## src/rtl/mdu_pkg.sv

```systemverilog
// Shared encodings for the iterative multiply/divide unit: operation codes,
// FSM state values and the default multiply latency.
package mdu_pkg;

  localparam logic [3:0] MDU_OP_NONE  = 4'd0;
  localparam logic [3:0] MDU_OP_MULT  = 4'd1;
  localparam logic [3:0] MDU_OP_MULTU = 4'd2;
  localparam logic [3:0] MDU_OP_DIV   = 4'd3;
  localparam logic [3:0] MDU_OP_DIVU  = 4'd4;
  localparam logic [3:0] MDU_OP_MTHI  = 4'd5;
  localparam logic [3:0] MDU_OP_MTLO  = 4'd6;
  localparam logic [3:0] MDU_OP_MADD  = 4'd7;
  localparam logic [3:0] MDU_OP_MADDU = 4'd8;
  localparam logic [3:0] MDU_OP_MSUB  = 4'd9;
  localparam logic [3:0] MDU_OP_MSUBU = 4'd10;

  localparam logic [1:0] ST_IDLE = 2'd0;
  localparam logic [1:0] ST_MUL  = 2'd1;
  localparam logic [1:0] ST_DIV  = 2'd2;

  localparam int MDU_MUL_LAT_DEFAULT = 5;

  typedef enum logic [1:0] {
    ACC_SET = 2'd0,
    ACC_ADD = 2'd1,
    ACC_SUB = 2'd2
  } acc_mode_e;

endpackage

```

## src/rtl/mdu_div_serial.sv

```systemverilog
// Restoring divider on unsigned magnitudes, one quotient bit per step.
// quot_o/rem_o show the result of the step in progress so the owner can commit on the last step.
module mdu_div_serial #(
  parameter int WIDTH = 32
) (
  input  logic             clk,
  input  logic             reset,
  input  logic             load_i,
  input  logic             step_i,
  input  logic [WIDTH-1:0] dividend_i,
  input  logic [WIDTH-1:0] divisor_i,
  output logic [WIDTH-1:0] quot_o,
  output logic [WIDTH-1:0] rem_o
);

  logic [WIDTH-1:0] rem_q, quot_q, dvsr_q;
  logic [WIDTH:0]   shifted, diff;
  logic             fits;

  // Partial remainder stays below the divisor, so one extra bit holds the trial subtract.
  assign shifted = {rem_q, quot_q[WIDTH-1]};
  assign diff    = shifted - {1'b0, dvsr_q};
  assign fits    = ~diff[WIDTH];
  assign rem_o   = fits ? diff[WIDTH-1:0] : shifted[WIDTH-1:0];
  assign quot_o  = {quot_q[WIDTH-2:0], fits};

  always_ff @(posedge clk or negedge reset) begin
    if (!reset) begin
      rem_q  <= '0;
      quot_q <= '0;
      dvsr_q <= '0;
    end else if (load_i) begin
      rem_q  <= '0;
      quot_q <= dividend_i;
      dvsr_q <= divisor_i;
    end else if (step_i) begin
      rem_q  <= rem_o;
      quot_q <= quot_o;
    end
  end

endmodule

```

## src/rtl/mdu_iter.sv

```systemverilog
// Multiply/divide unit with fixed multiply latency, serial divider and pipeline cancel.
// state   | meaning
// ST_IDLE | ready for issue; mthi/mtlo complete here
// ST_MUL  | product held in shadow, counting down to commit
// ST_DIV  | serial divide running, one quotient bit per cycle
module mdu_iter
  import mdu_pkg::*;
#(
  parameter int WIDTH   = 32,
  parameter int MUL_LAT = MDU_MUL_LAT_DEFAULT,
  parameter int DIV_LAT = WIDTH
) (
  input  logic             clk,
  input  logic             reset,
  input  logic [WIDTH-1:0] MDU_i_Operand1,
  input  logic [WIDTH-1:0] MDU_i_Operand2,
  input  logic [3:0]       MDU_i_Operation,
  input  logic             MDU_i_Start,
  input  logic             MDU_i_Cancel,
  output logic             MDU_o_Busy,
  output logic [WIDTH-1:0] MDU_o_Hi,
  output logic [WIDTH-1:0] MDU_o_Lo
);

  localparam int CNT_MAX = (MUL_LAT > DIV_LAT) ? MUL_LAT : DIV_LAT;
  localparam int CW      = $clog2(CNT_MAX + 1);

  logic [1:0]         state_q, state_d;
  logic [CW-1:0]      cnt_q, cnt_d;
  logic [WIDTH-1:0]   hi_q, hi_d, lo_q, lo_d;
  logic [2*WIDTH-1:0] prod_q, prod_d;
  acc_mode_e          acc_q, acc_d;
  logic               qneg_q, qneg_d, rneg_q, rneg_d, dz_q, dz_d;

  logic               is_mul, sgn_mul, is_div, sgn_div, op1_neg, op2_neg, div_load;
  logic [WIDTH-1:0]   mag1, mag2, div_quot, div_rem, quot_fix, rem_fix;
  logic [2*WIDTH-1:0] ext1, ext2, product, acc_sum, acc_dif;

  always_comb begin
    is_mul  = 1'b0;
    sgn_mul = 1'b0;
    is_div  = 1'b0;
    sgn_div = 1'b0;
    case (MDU_i_Operation)
      MDU_OP_MULT, MDU_OP_MADD, MDU_OP_MSUB: begin
        is_mul  = 1'b1;
        sgn_mul = 1'b1;
      end
      MDU_OP_MULTU, MDU_OP_MADDU, MDU_OP_MSUBU: is_mul = 1'b1;
      MDU_OP_DIV: begin
        is_div  = 1'b1;
        sgn_div = 1'b1;
      end
      MDU_OP_DIVU: is_div = 1'b1;
      default: ;
    endcase
  end

  assign ext1    = {{WIDTH{sgn_mul & MDU_i_Operand1[WIDTH-1]}}, MDU_i_Operand1};
  assign ext2    = {{WIDTH{sgn_mul & MDU_i_Operand2[WIDTH-1]}}, MDU_i_Operand2};
  assign product = ext1 * ext2;
  assign acc_sum = {hi_q, lo_q} + prod_q;
  assign acc_dif = {hi_q, lo_q} - prod_q;

  assign op1_neg = sgn_div & MDU_i_Operand1[WIDTH-1];
  assign op2_neg = sgn_div & MDU_i_Operand2[WIDTH-1];
  assign mag1    = op1_neg ? -MDU_i_Operand1 : MDU_i_Operand1;
  assign mag2    = op2_neg ? -MDU_i_Operand2 : MDU_i_Operand2;
  assign quot_fix = qneg_q ? -div_quot : div_quot;
  assign rem_fix  = rneg_q ? -div_rem  : div_rem;

  mdu_div_serial #(.WIDTH(WIDTH)) u_div (
    .clk        (clk),
    .reset      (reset),
    .load_i     (div_load),
    .step_i     (state_q == ST_DIV),
    .dividend_i (mag1),
    .divisor_i  (mag2),
    .quot_o     (div_quot),
    .rem_o      (div_rem)
  );

  always_comb begin
    state_d  = state_q;
    cnt_d    = cnt_q;
    hi_d     = hi_q;
    lo_d     = lo_q;
    prod_d   = prod_q;
    acc_d    = acc_q;
    qneg_d   = qneg_q;
    rneg_d   = rneg_q;
    dz_d     = dz_q;
    div_load = 1'b0;
    case (state_q)
      ST_IDLE: begin
        if (MDU_i_Start && !MDU_i_Cancel) begin
          if (is_mul) begin
            state_d = ST_MUL;
            cnt_d   = CW'(MUL_LAT);
            prod_d  = product;
            if (MDU_i_Operation == MDU_OP_MADD || MDU_i_Operation == MDU_OP_MADDU)
              acc_d = ACC_ADD;
            else if (MDU_i_Operation == MDU_OP_MSUB || MDU_i_Operation == MDU_OP_MSUBU)
              acc_d = ACC_SUB;
            else
              acc_d = ACC_SET;
          end else if (is_div) begin
            state_d  = ST_DIV;
            cnt_d    = CW'(WIDTH);
            div_load = 1'b1;
            qneg_d   = op1_neg ^ op2_neg;
            rneg_d   = op1_neg;
            dz_d     = (MDU_i_Operand2 == '0);
          end else if (MDU_i_Operation == MDU_OP_MTHI) begin
            hi_d = MDU_i_Operand1;
          end else if (MDU_i_Operation == MDU_OP_MTLO) begin
            lo_d = MDU_i_Operand1;
          end
        end
      end
      ST_MUL, ST_DIV: begin
        if (MDU_i_Cancel) begin
          state_d = ST_IDLE;
          cnt_d   = '0;
        end else begin
          cnt_d = cnt_q - CW'(1);
          if (cnt_q == CW'(1)) begin
            state_d = ST_IDLE;
            if (state_q == ST_MUL) begin
              case (acc_q)
                ACC_ADD: {hi_d, lo_d} = acc_sum;
                ACC_SUB: {hi_d, lo_d} = acc_dif;
                default: {hi_d, lo_d} = prod_q;
              endcase
            end else if (!dz_q) begin
              lo_d = quot_fix;
              hi_d = rem_fix;
            end
          end
        end
      end
      default: state_d = ST_IDLE;
    endcase
  end

  always_ff @(posedge clk or negedge reset) begin
    if (!reset) begin
      state_q <= ST_IDLE;
      cnt_q   <= '0;
      hi_q    <= '0;
      lo_q    <= '0;
      prod_q  <= '0;
      acc_q   <= ACC_SET;
      qneg_q  <= 1'b0;
      rneg_q  <= 1'b0;
      dz_q    <= 1'b0;
    end else begin
      state_q <= state_d;
      cnt_q   <= cnt_d;
      hi_q    <= hi_d;
      lo_q    <= lo_d;
      prod_q  <= prod_d;
      acc_q   <= acc_d;
      qneg_q  <= qneg_d;
      rneg_q  <= rneg_d;
      dz_q    <= dz_d;
    end
  end

  assign MDU_o_Busy = (state_q != ST_IDLE);
  assign MDU_o_Hi   = hi_q;
  assign MDU_o_Lo   = lo_q;

endmodule

```

## config.mk

```make
export PLATFORM = sky130hd
export DESIGN_NAME = mdu_iter
export DESIGN_NICKNAME = d
export VERILOG_FILES = /design/src/rtl/mdu_pkg.sv /design/src/rtl/mdu_div_serial.sv /design/src/rtl/mdu_iter.sv
export SDC_FILE = /design/constraint.sdc
export NUM_CORES = 2
export LEC_CHECK = 0
export CAP_MARGIN = 20
export CORE_MARGIN = 1
export CORE_UTILIZATION = 35
export DETAILED_ROUTE_END_ITERATION = 6
export DONT_BUFFER_PORTS = 1
export PLACE_DENSITY = 0.46
export SYNTH_ARGS = -nofsm -noshare
export SYNTH_HDL_FRONTEND = slang
export SYNTH_SLANG_ARGS = --single-unit
```

## constraint.sdc

```tcl
create_clock -name clk -period 15.8 [get_ports clk]
set_input_delay 0.79 -clock clk [delete_from_list [all_inputs] [get_ports clk]]
set_output_delay 0.79 -clock clk [all_outputs]
set_load 0.02 [all_outputs]
```

Word-level counts from Yosys, hierarchy flattened
Cells that the tools add are included.
{ "op_classes": {"n_bitwise": 7, "n_eq_ne": 26, "n_reduce_logical": 19, "mux": 51, "addsub": 8, "multipliers": 1} }
{ "ops": {"columns": ["cell", "count"], "rows": [
  ["$mux 32", 26],
  ["$pmux 32 s2", 4],
  ["$neg 32->32", 4],
  ["$add 64x64->64", 1],
  ["$mul 33x33->64", 1],
  ["$sub 64x64->64", 1],
  ["$sub 33x32->33", 1],
  ["$logic_not 32->1", 1],
  ["$mux 6", 4],
  ["$eq 4x3->1 const B", 4],
  ["$ne 2x2->1 const B", 8],
  ["$mux 2", 7],
  ["$eq 4x4->1 const B", 3],
  ["$pmux 6 s2", 1],
  ["$ne 3x3->1 const B", 3],
  ["$reduce_and 3->1", 3],
  ["$reduce_and 9->1", 1],
  ["$eq 4x2->1 const B", 2],
  ["$mux 1", 8],
  ["$reduce_and 8->1", 1],
  ["$eq 6x1->1 const B", 1],
  ["$reduce_bool 2->1", 3],
  ["$reduce_or 6->1", 1],
  ["$sub 6x1->6 const B", 1],
  ["other kinds (14)", 22]
]} }
{ "word_totals": {"output_inout_bits": 65, "input_bits": 72, "elab_cells": 124, "register_bits": 237} }

Logic depth before layout (Yosys ltp)
{ "logic_depth": {"depth_word": 9, "mapped_depth": 36, "mapped_depth_nobuf": 34} }

Modules after synthesis
From an unflattened synthesis, not the netlist that was laid out.
{ "hier_totals": {"hier_cells": 7541, "hier_area_um2": 62907.8} }
{ "modules_own_cells": {"columns": ["mod", "instances", "cells_each", "seq_area_each_um2", "area_per_inst_um2"], "rows": [
  ["mdu_iter", 1, 6753, 3528.4, 56132.6],
  ["mdu_div_serial", 1, 788, 2402.3, 6775.2]
]} }

Least setup slack after synthesis
Ideal clock, no wire load.
{ "synth_timing": {"path_type": "input-to-reg", "startpoint": "input port MDU_i_Operation[3]", "endpoint": "register prod_q[63]", "arrival_ns": 9.244, "path_buffers": 2, "slack_ns": 6.423, "setup_time_ns": 0.133, "cell_stages": 35, "required_ns": 15.667, "cell_sequence": "clkbuf_1 > nor2b_1 > nand2_1 > o21ai_0 > and3_1 > clkbuf_1 > nand2_1 > inv_1 > fa_1 > inv_1 > fa_1 > inv_1 > fa_1 > inv_1 > fa_1 > inv_1 > fa_1 > fa_1 > inv_1 > fa_1 > fa_1 > inv_1 > ha_1 > a21o_1 > a21oi_1 > nor2b_1 > or2_2 > nand2b_1 > a311oi_1 > o311ai_0 > a31oi_1 > o31ai_1 > a21oi_1 > xnor2_1 > o21ai_0"} }
{ "synth_between": {"elab_chain_len": 5, "elab_cells_between_ends": 14, "classes_between": "mul: 1; eq/ne: 6; mux: 2; bitwise: 2; reduce/logical: 3"} }
{ "synth_lines": {"columns": ["item", "line_no", "source"], "rows": [
  ["from (decl)", "mdu_iter.sv:17", "input logic [3:0] MDU_i_Operation,"],
  ["$eq 4x3->1, or another cell as far along", "mdu_iter.sv:44", "case (MDU_i_Operation)"],
  ["$reduce_or 3->1", null, null],
  ["$mux 1", "mdu_iter.sv:44", null],
  ["$and 1x1->1 (on tied branches)", "mdu_iter.sv:59, mdu_iter.sv:60", null],
  ["$mul 33x33->64", "mdu_iter.sv:61", "assign product = ext1 * ext2;"],
  ["to (signal assigned)", "mdu_iter.sv:162", "prod_q <= prod_d;"],
  ["to (decl)", "mdu_iter.sv:31", "logic [2*WIDTH-1:0] prod_q, prod_d;"]
]} }
Parallel ways exist; a longest one is shown, timed or not.
A chain may end at the register's enable or synchronous reset.

Worst setup path after layout
{ "layout_timing": {"startpoint": "input port MDU_i_Operation[2]", "endpoint": "register prod_q[63]"} }
The elaborated chain is that of the path after synthesis.

==> results.json <==
{
  "ys_seq_area_share_pct": 9.589,
  "htreeDepth": 1,
  "period_share_pct": 61.10,
  "ff2ff_path_depth": 26,
  "startpoint_type": "input pin",
  "period_needed_ns": 9.654,
  "final.fill_count": 18091,
  "syn_to_final_growth_pct": 4.084,
  "core_area_um2": 174800,
  "ant_nets": 0,
  "initial_core_util_pct": 35.39,
  "via_per_inst": 5.372,
  "cts_inserted_buffers": 29,
  "reg2reg_to": "MDU_o_Hi[26]$_DFFE_PN0P_",
  "most-common-layout-cells": "inv_1 (1326), fa_1 (1128), nand2_1 (1074), ha_1 (376), and2_1 (374)",
  "ys_ff_latch": 237,
  "initialDrtViolationCount": 3546,
  "clock_latency_ns": 0.64,
  "postRouteWirelength_mm": 227.8,
  "synthFlopType": "dfrtp_1",
  "cp_max_fo": 30,
  "setup_viol": 0,
  "die_width_um": 422.4,
  "grt_usage_pct": 25.42,
  "drc": 0,
  "grt_first_pass_wirelength_mm": 345.2,
  "ff2ff_setup_slack_ns": 8.29,
  "hold_class": "in -> async",
  "syn_area_um2": 61850,
  "place_congestion": 0.9190,
  "relSlewSlack_pct": 28.20,
  "die-area_um2": 178400,
  "via_count": 50473,
  "fin_nets": 8627,
  "ioPinCount": 137,
  "path_class": "in -> reg",
  "final_max_slew_viol_count": 0,
  "final_common_cell": "inv_1",
  "dr.pass1.iters": 6,
  "rr_startpoint": "u_div.quot_q[31]$_DFFE_PN0P_",
  "finalHoldViolCount": 0,
  "cts_sinks": 237,
  "synth_area_leader_cell": "fa_1",
  "syn_area_per_cell_um2": 8.323,
  "port_buffers": 0,
  "ys_async_sr_fraction_pct": 100.0,
  "wl_per_cell_um": 24.25,
  "slowest_stage": "fa_1",
  "clock_path_buffers": 3,
  "yosys_warnings": 0,
  "max_cap_violations": 0,
  "grt_remaining_overflow": 0,
  "rows": 153,
  "drive_above_1_share_pct": 2.378,
  "rsz0062_at_grt": "false",
  "path_clk_slew_ns": 0.06,
  "synth_top_area_share_pct": 36.51,
  "die_height_um": 422.4,
  "path_common_cell": "fa_1",
  "cts_tree": "done",
  "antenna_found_initial": 4,
  "grt_pass1_vias": 52608,
  "yosys.cell_types.count": 106,
  "netlist_top_cells_area": "fa_1 (37%), dfrtp_1 (9.6%), inv_1 (8.0%), ha_1 (7.7%), nand2_1 (6.5%)",
  "grt_max_degree": 238,
  "hpwl_mm": 174.1,
  "status": "finished, final reports clean",
  "synthCells": 7431,
  "clock_skew_ns": 0.05574,
  "required_ns": 16.28,
  "crit_path_max_incr_delay_ns": 1.08,
  "cts_root_buffer": "clkbuf_16",
  "fmax_ghz": 0.1036,
  "cp-end-kind": "register",
  "worst_pin_slew_ns": 1.050,
  "finalSetupTns_ns": 0,
  "arrival_ns": 10.13,
  "synth_edf_count": 0,
  "syn_nets": 9012
}
-- stage by stage --
step                hold WS, ns  util, %  std cells  setup WS (ns)  area, um2
finish                  0.08563    36.83       9395          6.146      64380
CTS                      0.2160    36.81       9390          6.060      64340
floorplan                0.4443        -       7431          6.423      61850
global placement         0.4635    36.22       9338          5.472      63310
detailed placement       0.4714    36.22       9338          5.422      63310
global route             0.1171    36.83       9391          5.512      64370
-- timing repair --
item                                   CTS  global route
hold buffers                             1             0
buffers inserted                         0             0
gates resized for setup                  0             0
setup endpoints to repair                0             0
endpoints found under the hold margin  237             0
-- sequential cells by signal, indices dropped and copies added, names as in the netlist --
signal and count:
u_div.dvsr_q 32, state_q 2, MDU_o_Lo 32, u_div.quot_q 32, prod_q 64, dz_q 1, rneg_q 1, qneg_q 1
u_div.rem_q 32, MDU_o_Hi 32, cnt_q 6, acc_q 2
-- synth_stat cells (15+ instances only) --
master    number
inv_1       1326
fa_1        1128
nand2_1     1076
clkbuf_1     396
ha_1         381
and2_1       374
nor2_1       369
a21oi_1      354
o21ai_0      354
dfrtp_1      237
xnor2_1      139
a21o_1        96
xor2_1        92
a211oi_1      75
nor3_1        74
nand3_1       67
mux2i_1       59
a31oi_1       52
buf_1         48
o21bai_1      45
nand2b_1      44
o31ai_1       43
nor2b_1       40
o211ai_1      38
nor4_1        34
or3_1         30
nand4_1       27
a221oi_1      26
o22ai_1       25
o21a_1        24
and3_1        20
o221ai_1      20
o41ai_1       20
or4_1         18
a311oi_1      15
-- per-layer routing --
metal / part of all wire (%) / GRT usage (%)
met1: 47 / 36.49
met2: 46 / 41.15
met3: 5.0 / 2.437
met4: 2.5 / 5.870
met5: 0.0031 / 0
-- how the worst max path moves through the flow --
stage	start	end	slack [ns]	cells past startpoint
floorplan	MDU_i_Operation[3]	prod_q[63]$_DFFE_PN0P_	6.42	35
global placement	MDU_i_Operation[2]	prod_q[63]$_DFFE_PN0P_	5.47	34
detailed placement	MDU_i_Operation[2]	prod_q[63]$_DFFE_PN0P_	5.42	34
CTS	MDU_i_Operation[2]	prod_q[63]$_DFFE_PN0P_	6.06	34
global route	MDU_i_Operation[2]	prod_q[63]$_DFFE_PN0P_	5.51	34
finish	MDU_i_Operation[2]	prod_q[63]$_DFFE_PN0P_	6.15	34
-- worst max-delay path, delay by kind of cell --
family | cells | cell delay [ns]
buffers and inverters | 8 | 1.24
adders and majority gates | 9 | 5.15
and+or+nand+nor | 7 | 1.09
xor gates and xnor gates | 1 | 0.13
AOI/OAI and AO/OA | 9 | 1.69
-- logic make-up (layout without fill, tap and decap cells) --
logic type | count (synthesis) | in the layout | synth area share [%]
buf+inv | 1793 | 1428 | 11.04
fa+ha+maj | 1509 | 1509 | 44.22
compound gates | 1362 | 1362 | 14.17
xor+xnor | 231 | 231 | 3.271
mux | 62 | 62 | 1.009
simple gates | 2237 | 2237 | 16.70
flops | 237 | 237 | 9.589
other cells | 0 | 4 | 0
-- cell type report --
cell class	instances	area (um2)	area share (%)
multi-input combinational	5401	49150	76.35
sequential	237	5931	9.213
inverter	1334	5007	7.778
tap	2325	2909	4.519
clock buffer	38	789.5	1.226
timing repair buffer	43	362.8	0.5636
clock inverter	13	214.0	0.3324
antenna	4	10.01	0.01555
Power is left out: the tool's default activity adds up to more than one toggle a clock period on the data nets, which glitch-free logic cannot reach.
